**src/rtl/hs_pkg.sv**
```systemverilog
`default_nettype none
// ============================================================================
//  Module      : hs_pkg
//  Description : Shared definitions for the 8-bit valid/ready handshake slave:
//                default widths and the FIFO occupancy state encoding.
//  Revision    : 1.0 - initial release
// ============================================================================
package hs_pkg;

    localparam int HS_DATA_W = 8;   // default payload width
    localparam int HS_CNT_W  = 16;  // width of the optional statistics counters

    // Occupancy of the receive FIFO.
    typedef enum logic [1:0] {
        EMPTY   = 2'd0,
        PARTIAL = 2'd1,
        FULL    = 2'd2
    } hs_state_t;

endpackage : hs_pkg
`default_nettype wire

```
**src/rtl/hs_sync_fifo.sv**
```systemverilog
`default_nettype none
// ============================================================================
//  Module      : hs_sync_fifo
//  Description : Small synchronous FIFO: storage, read/write pointers, entry
//                count and occupancy state. Push/pop qualification is done by
//                the caller; this block trusts i_push/i_pop.
//  Ports       : clk         - clock, rising edge
//                rst         - synchronous reset, active low
//                i_push      - write i_wdata at the write pointer
//                i_wdata     - write payload
//                i_pop       - retire the head entry
//                o_rdata     - head entry (mem[rd_ptr])
//                o_count_nxt - entry count after the current edge
//                o_state     - registered occupancy state
//  Revision    : 1.0 - initial release
// ============================================================================
module hs_sync_fifo
    import hs_pkg::*;
#(
    parameter int DATA_W = HS_DATA_W,
    parameter int DEPTH  = 4           // power of two, at least 2
) (
    input  logic                       clk,
    input  logic                       rst,
    input  logic                       i_push,
    input  logic [DATA_W-1:0]          i_wdata,
    input  logic                       i_pop,
    output logic [DATA_W-1:0]          o_rdata,
    output logic [$clog2(DEPTH):0]     o_count_nxt,
    output hs_state_t                  o_state
);

    localparam int ADDR_W = $clog2(DEPTH);
    localparam int PTR_W  = ADDR_W + 1;

    logic [DATA_W-1:0] r_mem [DEPTH];
    logic [PTR_W-1:0]  r_wr_ptr;
    logic [PTR_W-1:0]  r_rd_ptr;
    logic [PTR_W-1:0]  r_count;
    logic [PTR_W-1:0]  w_count_nxt;
    hs_state_t         r_state;

    always_comb begin
        w_count_nxt = r_count;
        case ({i_push, i_pop})
            2'b10:   w_count_nxt = r_count + PTR_W'(1);
            2'b01:   w_count_nxt = r_count - PTR_W'(1);
            default: w_count_nxt = r_count;
        endcase
    end

    always_ff @(posedge clk) begin
        if (!rst) begin
            // Storage is cleared so the head output reads zero after reset.
            for (int i = 0; i < DEPTH; i++) begin
                r_mem[i] <= '0;
            end
            r_wr_ptr <= '0;
            r_rd_ptr <= '0;
            r_count  <= '0;
            r_state  <= EMPTY;
        end else begin
            if (i_push) begin
                r_mem[r_wr_ptr[ADDR_W-1:0]] <= i_wdata;
                r_wr_ptr                    <= r_wr_ptr + PTR_W'(1);
            end
            if (i_pop) begin
                r_rd_ptr <= r_rd_ptr + PTR_W'(1);
            end
            r_count <= w_count_nxt;

            case (r_state)
                EMPTY: begin
                    if (i_push) begin
                        r_state <= PARTIAL;
                    end
                end
                PARTIAL: begin
                    if (i_push && !i_pop && (r_count == PTR_W'(DEPTH - 1))) begin
                        r_state <= FULL;
                    end else if (i_pop && !i_push && (r_count == PTR_W'(1))) begin
                        r_state <= EMPTY;
                    end
                end
                FULL: begin
                    if (i_pop && !i_push) begin
                        r_state <= PARTIAL;
                    end
                end
                default: r_state <= EMPTY;
            endcase
        end
    end

    assign o_rdata     = r_mem[r_rd_ptr[ADDR_W-1:0]];
    assign o_count_nxt = w_count_nxt;
    assign o_state     = r_state;

endmodule : hs_sync_fifo
`default_nettype wire

```
**src/rtl/handshake_slave.sv**
```systemverilog
`default_nettype none
// ============================================================================
//  Module      : handshake_slave
//  Description : Receiving end of the 8-bit valid/ready handshake. Accepted
//                beats are buffered in hs_sync_fifo and offered to a
//                downstream consumer over a second valid/ready port.
//                Optional statistics counters are built when the macro
//                HS_SLAVE_COUNT_EN is defined.
//  Ports       : clk        - clock, rising edge
//                rst        - synchronous reset, active low
//                valid      - master beat present
//                data_in    - master payload
//                ready      - slave can accept a beat (registered)
//                out_data   - head-of-FIFO payload
//                out_valid  - out_data is valid
//                out_ready  - consumer accepts the head beat
//                rx_count   - beats accepted (HS_SLAVE_COUNT_EN only)
//                drop_count - cycles with valid=1, ready=0 (HS_SLAVE_COUNT_EN only)
//  Revision    : 1.0 - initial release
// ============================================================================
module handshake_slave
    import hs_pkg::*;
#(
    parameter int DATA_W = HS_DATA_W,
    parameter int DEPTH  = 4           // power of two, at least 2
) (
    input  logic                clk,
    input  logic                rst,
    input  logic                valid,
    input  logic [DATA_W-1:0]   data_in,
    output logic                ready,
    output logic [DATA_W-1:0]   out_data,
    output logic                out_valid,
    input  logic                out_ready
`ifdef HS_SLAVE_COUNT_EN
    ,
    output logic [HS_CNT_W-1:0] rx_count,
    output logic [HS_CNT_W-1:0] drop_count
`endif
);

    localparam int PTR_W = $clog2(DEPTH) + 1;

    logic             r_ready;
    logic             w_push;
    logic             w_pop;
    logic [PTR_W-1:0] w_count_nxt;
    hs_state_t        w_state;

    // Both handshakes qualify only on registered signals, so out_ready never
    // reaches ready combinationally and nothing bypasses the FIFO.
    assign w_push = valid & r_ready;
    assign w_pop  = out_valid & out_ready;

    hs_sync_fifo #(
        .DATA_W (DATA_W),
        .DEPTH  (DEPTH)
    ) u_fifo (
        .clk         (clk),
        .rst         (rst),
        .i_push      (w_push),
        .i_wdata     (data_in),
        .i_pop       (w_pop),
        .o_rdata     (out_data),
        .o_count_nxt (w_count_nxt),
        .o_state     (w_state)
    );

    // ready follows the post-edge occupancy, so a pop from FULL re-opens the
    // input one cycle later. It is held low through the reset cycle.
    always_ff @(posedge clk) begin
        if (!rst) begin
            r_ready <= 1'b0;
        end else begin
            r_ready <= (w_count_nxt < PTR_W'(DEPTH));
        end
    end

    assign ready     = r_ready;
    assign out_valid = (w_state != EMPTY);

`ifdef HS_SLAVE_COUNT_EN
    logic [HS_CNT_W-1:0] r_rx_count;
    logic [HS_CNT_W-1:0] r_drop_count;

    // Saturating counters: they stick at all-ones instead of wrapping.
    always_ff @(posedge clk) begin
        if (!rst) begin
            r_rx_count   <= '0;
            r_drop_count <= '0;
        end else begin
            if (w_push && (r_rx_count != '1)) begin
                r_rx_count <= r_rx_count + HS_CNT_W'(1);
            end
            if (valid && !r_ready && (r_drop_count != '1)) begin
                r_drop_count <= r_drop_count + HS_CNT_W'(1);
            end
        end
    end

    assign rx_count   = r_rx_count;
    assign drop_count = r_drop_count;
`endif

endmodule : handshake_slave
`default_nettype wire

```
**config.mk**
```make
export PLATFORM = sky130hd
export DESIGN_NAME = handshake_slave
export DESIGN_NICKNAME = d
export VERILOG_FILES = /design/src/rtl/hs_pkg.sv /design/src/rtl/hs_sync_fifo.sv /design/src/rtl/handshake_slave.sv
export SDC_FILE = /design/constraint.sdc
export NUM_CORES = 1
export LEC_CHECK = 0
export CELL_PAD_IN_SITES_DETAIL_PLACEMENT = 1
export CELL_PAD_IN_SITES_GLOBAL_PLACEMENT = 1
export CORE_UTILIZATION = 45
export DETAILED_ROUTE_END_ITERATION = 8
export HOLD_SLACK_MARGIN = 0.12
export PLACE_DENSITY = 0.89
export SYNTH_ARGS = -nofsm -noshare
export SYNTH_HDL_FRONTEND = slang
export SYNTH_SLANG_ARGS = --single-unit
export TNS_END_PERCENT = 20
```
**constraint.sdc**
```tcl
create_clock -name clk -period 2.17 [get_ports clk]
set_input_delay 0.217 -clock clk [delete_from_list [all_inputs] [get_ports clk]]
set_output_delay 0.217 -clock clk [all_outputs]
set_load 0.005 [all_outputs]
```
==> impl_metrics.ini <==
[die]
placementRows = 24
coreArea_sq_um = 4350
initial_core_util_pct = 46.6
dieArea_sq_um = 4780
ioPinCount = 22
die_y_um = 69.2
fp.dieW_um = 69.2

[yosys]
avgSynthCellArea_sq_um = 13.5
syn_nets = 169
ys_warn_count = 0
syn_inst = 150
ys_seq_area_share_pct = 59.2
ys.flop_type = edfxtp_1
async_flop_share_pct = 0
synth_area_sq_um = 2030
yosys_register_bits = 44
synth-edff-count = 32
synthDistinctLibCells = 36

[critical_path]
r2r_start = u_fifo.o_state[0]
reg2reg_to = ready
critical_path.endpoint_type = output port
reg2reg_slack_ps = 480
critical_path.max_fanout = 5
r2r_cells = 5
crit_path_start_kind = flop
cp.arrival_ps = 1800
required_ps = 1950
critPathKind = reg2out

[sta]
hold_violations = 0
holdWs_ps = 549
fmax_mhz = 496
skew_ps = 2.81
rsz0062_at_grt = false
setup_ws_ps = 152
drv_slew = 0
timing.max_slew.rel_slack_pct = 62.6
fin_setup_tns_ps = 0
setup_violations = 0
min_period_over_period_pct = 93.0
min_period_ps = 2020
worstMarginPinSlew_ps = 558

[power]
power_uw = 1770
power.switching_uw = 369
combPwrFrac_pct = 11.1
power-per-cell-area_nw_per_um2 = 720
seqPwrFrac_pct = 54.8
leakagePower_uw = 0.000906
peakVddDrop_mv = 0.338
pwr-share-clk_pct = 34.1
switching_share_pct = 20.9
p_int_uw = 1400

[grt]
antenna_found_initial = 0
gr-usage-met1_pct = 21.2
grt_pass1_wl_um = 7000
met2_usage_pct = 37.6
use_met3_pct = 4.39
grt_start_max_net_pins = 14
gr-total-overflow = 0
grt_pass1_vias = 1409
grt.total_usage_pct = 20.0
grt_busiest_layer = met2

[detailed_routing]
drt_drc_violations_left = 0
firstDrtPassIters = 4
antenna_left = 0
detail_route.wl_per_cell_um = 18.8
drt_iter0_drc = 73
vias = 1250
via_per_inst = 5.32
drt-total-wl_um = 4410

[clock_tree]
post_cts_buffers = 0
h-tree-depth = 2
clk_pin_slew_ps = 80
ctsLongestPathBuffers = 2
cts_hold_buf = 0
ctsResizeCount = 0
numCtsBuffers = 5
clock-sinks = 44
cts_root_buf = clkbuf_8
cts_tree = done
insertion_delay_ps = 280

[final_layout]
antenna_cells = 0
num-nets-final = 201
final_layout_size_suffix_gt1_share_pct = 15.3
final_area_sq_um = 2450
area_delta_synth_final_pct = 20.8
fill_cells = 430

[job]
maxCapViolCount = 0

[placed_design]
place_congestion = 0.797
dpl_cell_area_sq_um = 2340
dp.final_hpwl_um = 3340
pre_cts_slack_ps = 240
numPortBuffers = 21

[hold_path]
hold_path.class = reg2reg
min_path_cells = 2
hp-start = u_fifo.r_count[0]
min_to = u_fifo.r_count[0]

[status]
status = finished clean
layout by cell type (no fill, tap or decap), types with 2 or more instances in the layout:
cell type | synthesis | layout
and2_1 | 38 | 38
edfxtp_1 | 32 | 32
clkdlybuf4s50_1 | 0 | 21
dfxtp_1 | 12 | 12
mux4_2 | 8 | 8
buf_4 | 1 | 8
inv_1 | 7 | 7
ha_1 | 7 | 7
o21ai_0 | 6 | 6
nand2_1 | 5 | 5
clkbuf_8 | 0 | 5
xnor2_1 | 4 | 4
nor2_1 | 3 | 3
nand3_1 | 2 | 2
a21boi_0 | 2 | 2
critical path, stage by stage, from the launching register on:
cell and delay [ps]:
dfxtp_1 360, buf_4 180, mux4_2 510, clkdlybuf4s50_1 460
registers in the layout, indices dropped and copies added (netlist names), named ones only:
name and cells:
ready 1, u_fifo.r_count 2, u_fifo.r_wr_ptr 2, u_fifo.r_rd_ptr 2, u_fifo.r_mem 32, u_fifo.o_state 2
routing by layer:
metal,part of all wire [%],up-vias
met5,0,-
li1,-,598
met3,3.4,9
met2,57,28
met4,1.7,0
met1,38,615
synthesized netlist by cell type, types with 2 or more instances:
master    instances  share of area (%)
xnor2_1           4                1.7
and2_1           38                 12
o21ai_0           6                1.5
edfxtp_1         32                 47
nor2_1            3               0.55
ha_1              7                4.3
mux4_2            8                8.9
a21boi_0          2               0.74
nand2_1           5               0.92
inv_1             7                1.3
nand3_1           2               0.49
dfxtp_1          12                 12
final cells by class:
type                    instances  area, sq um  area share, %
multi-input cells              95          782           31.9
flip-flops and latches         44         1200           49.0
well taps                      52         65.1           2.65
inverters                       7         26.3           1.07
clock buffers                   6         72.6           2.96
repair buffers                 29          270           11.0
clock inverters                 2         35.0           1.43
kinds of logic (layout without fill, tap and decap cells):
| logic type | Yosys count | count (layout) | synth area share [%] |
|---|---|---|---|
| AOI/OAI and AO/OA | 16 | 16 | 5.43 |
| xor gates and xnor gates | 4 | 4 | 1.73 |
| adders and majority gates | 7 | 7 | 4.32 |
| buffers and inverters | 11 | 44 | 2.28 |
| DFF | 44 | 44 | 59.2 |
| muxes | 9 | 9 | 9.37 |
| and+or+nand+nor | 59 | 59 | 17.7 |
how the worst max path moves through the flow:
stage                   start            endpoint  slack (ps)
finish                   flop         out_data[4]         150
floorplan               ready  u_fifo.r_mem[0][0]         530
CTS                      flop         out_data[4]         130
detailed placement  out_ready               ready         240
global route             flop         out_data[4]          80
global placement          rst  u_fifo.r_mem[1][5]         390
stage by stage:
step	utilization (%)	std cells
finish	56.3	235
global route	56.3	235
CTS	56.3	235
detailed placement	53.9	227
global placement	53.9	227
floorplan	-	150
power groups by stage:
| stage | Combinational, uW | Clock, uW | Sequential [uW] |
|---|---|---|---|
| finish | 195 | 602 | 968 |
| global route | 211 | 644 | 972 |
| CTS | 198 | 620 | 968 |
| detailed placement | 196 | 0 | 988 |
| global placement | 185 | 0 | 980 |
| floorplan | 96.9 | 0 | 977 |
Power figures use the tool's default switching activity.
